==> config.mk <==
export PLATFORM = sky130hd
export DESIGN_NAME = seq_add8_arb_flat
export DESIGN_NICKNAME = d
export VERILOG_FILES = /design/src/rtl/seq_add8_arb_if.sv /design/src/rtl/seq_add8_arb.sv /design/src/flat_wrapper.sv
export SDC_FILE = /design/constraint.sdc
export NUM_CORES = 1
export LEC_CHECK = 0
export BUFFER_PORTS_ARGS = -buffer_cell sky130_fd_sc_hd__buf_2
export CORE_MARGIN = 4
export CORE_UTILIZATION = 49
export DETAILED_ROUTE_END_ITERATION = 10
export PLACE_DENSITY = 0.77
export SETUP_SLACK_MARGIN = 0.5
export SKIP_CTS_REPAIR_TIMING = 1
export SYNTH_ARGS = -nofsm -noshare
export SYNTH_HDL_FRONTEND = slang
export SYNTH_SLANG_ARGS = --single-unit
==> constraint.sdc <==
create_clock -name clk -period 5.25 [get_ports clk]
set_clock_uncertainty 0.2 [all_clocks]
set_input_delay 0.525 -clock clk [delete_from_list [all_inputs] [get_ports clk]]
set_output_delay 0.525 -clock clk [all_outputs]
set_load 0.01 [all_outputs]
==> src/rtl/seq_add8_arb_if.sv <==
// rtl/seq_add8_arb_if.sv - request/operand/result bundle for the shared 8-bit serial adder
//
// Signals:
//   req[1:0]            per-requester add request (level)
//   A0, B0 / A1, B1     operands of requester 0 / requester 1
//   gnt[1:0]            one-hot, one-cycle grant pulse
//   busy                operation in progress (grant cycle through done cycle)
//   done                one-cycle result-valid pulse
//   done_id             requester owning the current/last result
//   S[7:0], Co          sum and carry out of bit 7
// Modports: master = requester side, slave = adder block.

interface seq_add8_arb_if;
    logic [1:0] req;
    logic [7:0] A0;
    logic [7:0] B0;
    logic [7:0] A1;
    logic [7:0] B1;
    logic [1:0] gnt;
    logic       busy;
    logic       done;
    logic       done_id;
    logic [7:0] S;
    logic       Co;

    modport master (
        output req, A0, B0, A1, B1,
        input  gnt, busy, done, done_id, S, Co
    );

    modport slave (
        input  req, A0, B0, A1, B1,
        output gnt, busy, done, done_id, S, Co
    );
endinterface

==> src/rtl/seq_add8_arb.sv <==
// rtl/seq_add8_arb.sv - two-requester round-robin arbiter around one 2-bit serial adder slice
//
// Ports:
//   clk      rising-edge clock
//   reset_n  asynchronous active-low reset
//   bus      seq_add8_arb_if.slave (req, A0/B0, A1/B1 in; gnt, busy, done, done_id, S, Co out)
//
// Operation: in IDLE a pending request is granted (combinational one-cycle gnt),
// the winner's operands are captured, then four ADD cycles process 2-bit slices
// LSB first through a single shared slice adder, followed by one DONE cycle.

module seq_add8_arb (
    input  logic           clk,
    input  logic           reset_n,
    seq_add8_arb_if.slave  bus
);

    typedef enum logic [1:0] {
        ST_IDLE = 2'd0,
        ST_ADD  = 2'd1,
        ST_DONE = 2'd2
    } state_t;

    state_t     state;
    state_t     state_nxt;

    logic [7:0] op_a;
    logic [7:0] op_b;
    logic [1:0] k;
    logic       carry;
    logic [7:0] s_q;
    logic       co_q;
    logic       owner;
    // Requester that wins a tie; flips to the other one after every grant.
    logic       prio;

    logic       win;
    logic       grant_en;
    logic [1:0] a_sl;
    logic [1:0] b_sl;
    logic [2:0] sl_sum;

    // A lone request wins outright; a tie goes to the prio holder.
    always_comb begin
        win = prio;
        if (bus.req == 2'b01) begin
            win = 1'b0;
        end else if (bus.req == 2'b10) begin
            win = 1'b1;
        end
    end

    // The one shared 2-bit slice adder.
    always_comb begin
        a_sl   = op_a[{k, 1'b0} +: 2];
        b_sl   = op_b[{k, 1'b0} +: 2];
        sl_sum = {1'b0, a_sl} + {1'b0, b_sl} + {2'b00, carry};
    end

    always_comb begin
        state_nxt = state;
        grant_en  = 1'b0;
        case (state)
            ST_IDLE: begin
                if (bus.req != 2'b00) begin
                    grant_en  = 1'b1;
                    state_nxt = ST_ADD;
                end
            end
            ST_ADD: begin
                if (k == 2'd3) begin
                    state_nxt = ST_DONE;
                end
            end
            ST_DONE: begin
                state_nxt = ST_IDLE;
            end
            default: begin
                state_nxt = ST_IDLE;
            end
        endcase
    end

    // gnt is a Mealy output of IDLE; it is masked while reset is held so that
    // a level request during reset produces no grant pulse.
    always_comb begin
        bus.gnt = 2'b00;
        if (grant_en && reset_n) begin
            bus.gnt = win ? 2'b10 : 2'b01;
        end
        bus.busy    = (state != ST_IDLE) || (grant_en && reset_n);
        bus.done    = (state == ST_DONE);
        bus.done_id = owner;
        bus.S       = s_q;
        bus.Co      = co_q;
    end

    always_ff @(posedge clk or negedge reset_n) begin
        if (!reset_n) begin
            state <= ST_IDLE;
        end else begin
            state <= state_nxt;
        end
    end

    always_ff @(posedge clk or negedge reset_n) begin
        if (!reset_n) begin
            op_a  <= 8'h00;
            op_b  <= 8'h00;
            k     <= 2'd0;
            carry <= 1'b0;
            s_q   <= 8'h00;
            co_q  <= 1'b0;
            owner <= 1'b0;
            prio  <= 1'b0;
        end else begin
            if (grant_en) begin
                op_a  <= win ? bus.A1 : bus.A0;
                op_b  <= win ? bus.B1 : bus.B0;
                k     <= 2'd0;
                carry <= 1'b0;
                owner <= win;
                prio  <= ~win;
            end else if (state == ST_ADD) begin
                s_q[{k, 1'b0} +: 2] <= sl_sum[1:0];
                carry               <= sl_sum[2];
                k                   <= k + 2'd1;
                if (k == 2'd3) begin
                    co_q <= sl_sum[2];
                end
            end
        end
    end

endmodule

==> src/flat_wrapper.sv <==
// flat-port wrapper written by rule: the top's interface ports become plain ports
module seq_add8_arb_flat 
  (clk, reset_n, bus_req, bus_A0, bus_B0, bus_A1, bus_B1, bus_gnt, bus_busy, bus_done, bus_done_id, bus_S, bus_Co);
  seq_add8_arb_if bus_i ();
  input  logic clk;
  input  logic reset_n;
  input wire logic [$bits(bus_i.req)-1:0] bus_req;
  input wire logic [$bits(bus_i.A0)-1:0] bus_A0;
  input wire logic [$bits(bus_i.B0)-1:0] bus_B0;
  input wire logic [$bits(bus_i.A1)-1:0] bus_A1;
  input wire logic [$bits(bus_i.B1)-1:0] bus_B1;
  output wire logic [$bits(bus_i.gnt)-1:0] bus_gnt;
  output wire logic [$bits(bus_i.busy)-1:0] bus_busy;
  output wire logic [$bits(bus_i.done)-1:0] bus_done;
  output wire logic [$bits(bus_i.done_id)-1:0] bus_done_id;
  output wire logic [$bits(bus_i.S)-1:0] bus_S;
  output wire logic [$bits(bus_i.Co)-1:0] bus_Co;
  assign bus_i.req = bus_req;
  assign bus_i.A0 = bus_A0;
  assign bus_i.B0 = bus_B0;
  assign bus_i.A1 = bus_A1;
  assign bus_i.B1 = bus_B1;
  assign bus_gnt = bus_i.gnt;
  assign bus_busy = bus_i.busy;
  assign bus_done = bus_i.done;
  assign bus_done_id = bus_i.done_id;
  assign bus_S = bus_i.S;
  assign bus_Co = bus_i.Co;
  seq_add8_arb u_core (.clk(clk), .reset_n(reset_n), .bus(bus_i));
endmodule
==> run summary <==
The total wire length came out at 3.58 mm. The clock slew at the register clock pins of the worst setup and hold paths is 0.10 ns. The length of routed wiring on met1 came out at 1.57 mm. Dividing total power by cell area gives a power density of 597 nW/um^2.

The setup path with the least slack is of type flip-flop to flip-flop. The number of distinct library cells after synthesis came out at 29. The worst pin sits at a relative slew slack of 48.2%. The net count of the finished layout is 245.

The topmost layer with routed signal wires is met4. The static leakage came out at 0.000988 uW. Clock tree synthesis found a total of 32 sinks. Sequential cells were found to cover 46.6% of the synthesized design area.

The detail-routed via count per cell came out at 5.54. Summed over all failing endpoints, the final setup total negative slack is 0 ns. The fraction of final layout cells with drive strength greater than 1 is 32.7%. The number of primary I/O pins is 50. The reported max-cap violation count is 0. In this run switching power makes up 38.5% of total power.

The total clock buffers created by CTS is 5. The largest vdd supply drop came out at 0.000260 V. The required time of the critical path is 5.30 ns.

The kind of end point of the critical path is a flip-flop. The residual overflow from global routing is 0. The maximum net fanout on the critical path came out at 13.

The synthesized cell area is 1720 sq um. In the final routed layout, each cell accounts on average for 14.4 um. The total of buffers placed on input and output ports is 49. The overall global routing resource usage came out at 17.5%. Setup repair after global routing left no endpoint under its margin. The worst endpoint data arrival time is 2.90 ns. The number of register bits inferred by synthesis came out at 32. Clock tree synthesis selected as its root buffer the cell sky130_fd_sc_hd__clkbuf_4. The total number of vias is 1375. The sum of met2 wire segment lengths after detailed routing came out at 1.70 mm. The count of final max-slew check failures is 0.

The number of hold-slack violations in the final timing report is 0. After detailed placement, the design holds a cell count of 240. The die span in x is 67.2 um. Synthesis produced a netlist whose cell count is 156. Summed over all nets, the switching power comes to 468 uW. The run finished with clean final reports.

The pin count of the biggest net entering global routing came out at 36. The number of global-route vias before repair is 1327. The die height came out at 67.2 um. The post-synth net total is 200. The DRC violation total after the first TritonRoute iteration came out at 68. The signed area change from the synthesized netlist to the final layout came out at 18.4%.

The routability congestion estimate from global placement is 0.850. The total DRC errors in the routed layout came out at 0. The detailed placement HPWL is 2.80 mm. The average cell area after synthesis is 11.0 sq um. The worst setup path is launched from a flip-flop. The worst-skew pair later-pin latency is 0.33 ns. The first detailed-routing pass ran for 4 iterations. Of the total power, the clock network draws 17.4%. The initial core utilization came out at 51.1%. The count of nets left with antenna violations once routing finished came out at 0. The shortest period the worst path allows is 2.85 ns. Combinational logic burns 45.4% of the power. The number of H-tree levels is 2. The global-route wire length before repair came out at 5.89 mm. The core footprint came out at 3360 sq um. The number of antenna repair diodes came out at 0.

The clock tree from TritonCTS is yes. During synthesis, Yosys emitted a total of 0 warnings. The maximum frequency from static timing analysis is 350 MHz. The portion of total power attributed to sequential cells is 37.2%. The cell row count is 21. The logic depth of the worst register-to-register path came out at 5. The met3 layer wire length in the routed design came out at 261 um. Excluding fillers, the count of instances in the completed layout stands at 248. The floorplan die area came out at 4520 sq um.

For the pin with the worst max-slew slack, the measured transition is 0.776 ns. The part of the cycle the worst path needs came out at 54.4%. The final setup violation count came out at 0. The min-delay analysis places its worst path in the category input port to asynchronous set/reset pin. The maximum clock path buffer count came out at 2.

The number of antenna violations at the first check in global routing is 0. The internal power consumption is 747 uW.
==> cells in the mapped netlist <==
cell | instances | share of area, %
sky130_fd_sc_hd__nor3_1 | 16 | 4.7
sky130_fd_sc_hd__buf_6 | 4 | 2.6
sky130_fd_sc_hd__o21ai_2 | 1 | 0.51
sky130_fd_sc_hd__ha_1 | 6 | 4.4
sky130_fd_sc_hd__nor4b_1 | 1 | 0.51
sky130_fd_sc_hd__or2_2 | 1 | 0.36
sky130_fd_sc_hd__nor2_1 | 2 | 0.44
sky130_fd_sc_hd__nor2b_1 | 2 | 0.73
sky130_fd_sc_hd__and3_1 | 1 | 0.36
sky130_fd_sc_hd__nand2_1 | 27 | 5.9
sky130_fd_sc_hd__inv_1 | 2 | 0.44
sky130_fd_sc_hd__buf_2 | 5 | 1.5
sky130_fd_sc_hd__clkbuf_1 | 1 | 0.22
sky130_fd_sc_hd__fa_1 | 2 | 2.3
sky130_fd_sc_hd__nor2_2 | 1 | 0.36
sky130_fd_sc_hd__a21o_1 | 3 | 1.3
sky130_fd_sc_hd__nor3b_2 | 1 | 0.73
sky130_fd_sc_hd__a221o_1 | 16 | 9.3
sky130_fd_sc_hd__o31ai_1 | 7 | 3.1
sky130_fd_sc_hd__mux4_2 | 4 | 5.2
sky130_fd_sc_hd__mux2_2 | 1 | 0.66
sky130_fd_sc_hd__a22o_1 | 2 | 1.0
sky130_fd_sc_hd__o21ai_0 | 3 | 0.87
sky130_fd_sc_hd__o211ai_1 | 1 | 0.44
sky130_fd_sc_hd__nand3b_1 | 4 | 1.7
sky130_fd_sc_hd__and2_1 | 4 | 1.5
sky130_fd_sc_hd__buf_4 | 1 | 0.44
sky130_fd_sc_hd__nand2b_1 | 5 | 1.8
sky130_fd_sc_hd__dfrtp_1 | 32 | 47
==> worst paths after layout <==
kind,startpoint,end,slack [ns]
setup / recovery,u_core.k[0]$_DFFE_PN0P_,u_core.bus.S[7]$_DFFE_PN0P_,2.40
hold reg to reg,u_core.bus.S[5]$_DFFE_PN0P_,u_core.bus.S[5]$_DFFE_PN0P_,0.28
max in group asynchronous,reset_n,u_core.op_b[5]$_DFFE_PN0P_,4.35
hold / removal,reset_n,u_core.bus.S[2]$_DFFE_PN0P_,0.03
min in group clk,bus_B1[1],u_core.op_b[1]$_DFFE_PN0P_,0.21
setup reg to reg,u_core.k[0]$_DFFE_PN0P_,u_core.bus.S[7]$_DFFE_PN0P_,2.40
==> routing by layer <==
layer | global-route usage [%] | vias up
met2 | 27.4 | 51
met1 | 22.4 | 648
met3 | 6.32 | 7
li1 | - | 669
met4 | 6.33 | 0
met5 | 0 | -
==> critical path: stages, from the launching register on <==
cell                       delay [ns]
sky130_fd_sc_hd__dfrtp_1         0.68
sky130_fd_sc_hd__mux4_2          0.60
sky130_fd_sc_hd__fa_1            0.43
sky130_fd_sc_hd__fa_1            0.53
sky130_fd_sc_hd__nand2b_1        0.10
sky130_fd_sc_hd__o31ai_1         0.24
==> area by class of cell <==
| cell class | instances | area, sq um |
|---|---|---|
| clock inverters | 1 | 30.0 |
| flip-flops and latches | 32 | 801 |
| inverters | 2 | 7.51 |
| well taps | 46 | 57.6 |
| fillers | 316 | 1330 |
| multi-input cells | 111 | 828 |
| repair buffers | 49 | 245 |
| clock buffers | 7 | 65.1 |
==> through the flow <==
step / util (%) / cell area (sq um) / hold WS [ns] / worst slack, ns / power [uW]
CTS: 60.5 / 2030 / 0.0502 / 2.37 / 1230
finish: 60.5 / 2030 / 0.0313 / 2.40 / 1220
detailed placement: 57.7 / 1940 / 0.265 / 2.40 / 1020
global route: 60.5 / 2030 / 0.0724 / 2.25 / 1310
global placement: 57.7 / 1940 / 0.258 / 2.49 / 991
floorplan: - / 1720 / 0.0294 / 2.62 / 889
==> flip-flops by register name, indices dropped and copies added, names as in the netlist <==
signal / cells
u_core.k: 2
u_core.bus.S: 8
u_core.prio: 1
u_core.state: 2
u_core.carry: 1
u_core.bus.Co: 1
u_core.op_a: 8
u_core.op_b: 8
u_core.bus.done_id: 1
==> kinds of logic (layout without fill, tap and decap cells) <==
group / after synthesis / count (layout) / synth area share (%)
AOI/OAI and AO/OA: 33 / 33 / 16.5
adders and majority gates: 8 / 8 / 6.70
buffers and inverters: 13 / 59 / 5.17
DFF: 32 / 32 / 46.6
muxes: 5 / 5 / 5.90
and+or+nand+nor: 65 / 65 / 19.1
==> placed cells by master, fill, tap and decap left out, drive strengths merged, types with 2 or more instances in the layout <==
cell type  Yosys  layout
inv            2       2
clkbuf         1       7
o21ai          4       4
nor2b          2       2
a22o           2       2
o31ai          7       7
a221o         16      16
nand3b         4       4
dfrtp         32      32
nand2b         5       5
buf           10      49
mux4           4       4
fa             2       2
a21o           3       3
nor2           3       3
nor3          16      16
ha             6       6
nand2         27      27
and2           4       4
==> power by group through the flow <==
stage	Clock [uW]	Sequential, uW	Combinational (uW)
global placement	0	456	535
CTS	214	455	561
floorplan	0	425	464
detailed placement	0	460	560
finish	211	453	552
global route	226	470	615
No activity file was read; power rests on OpenSTA's default activity.
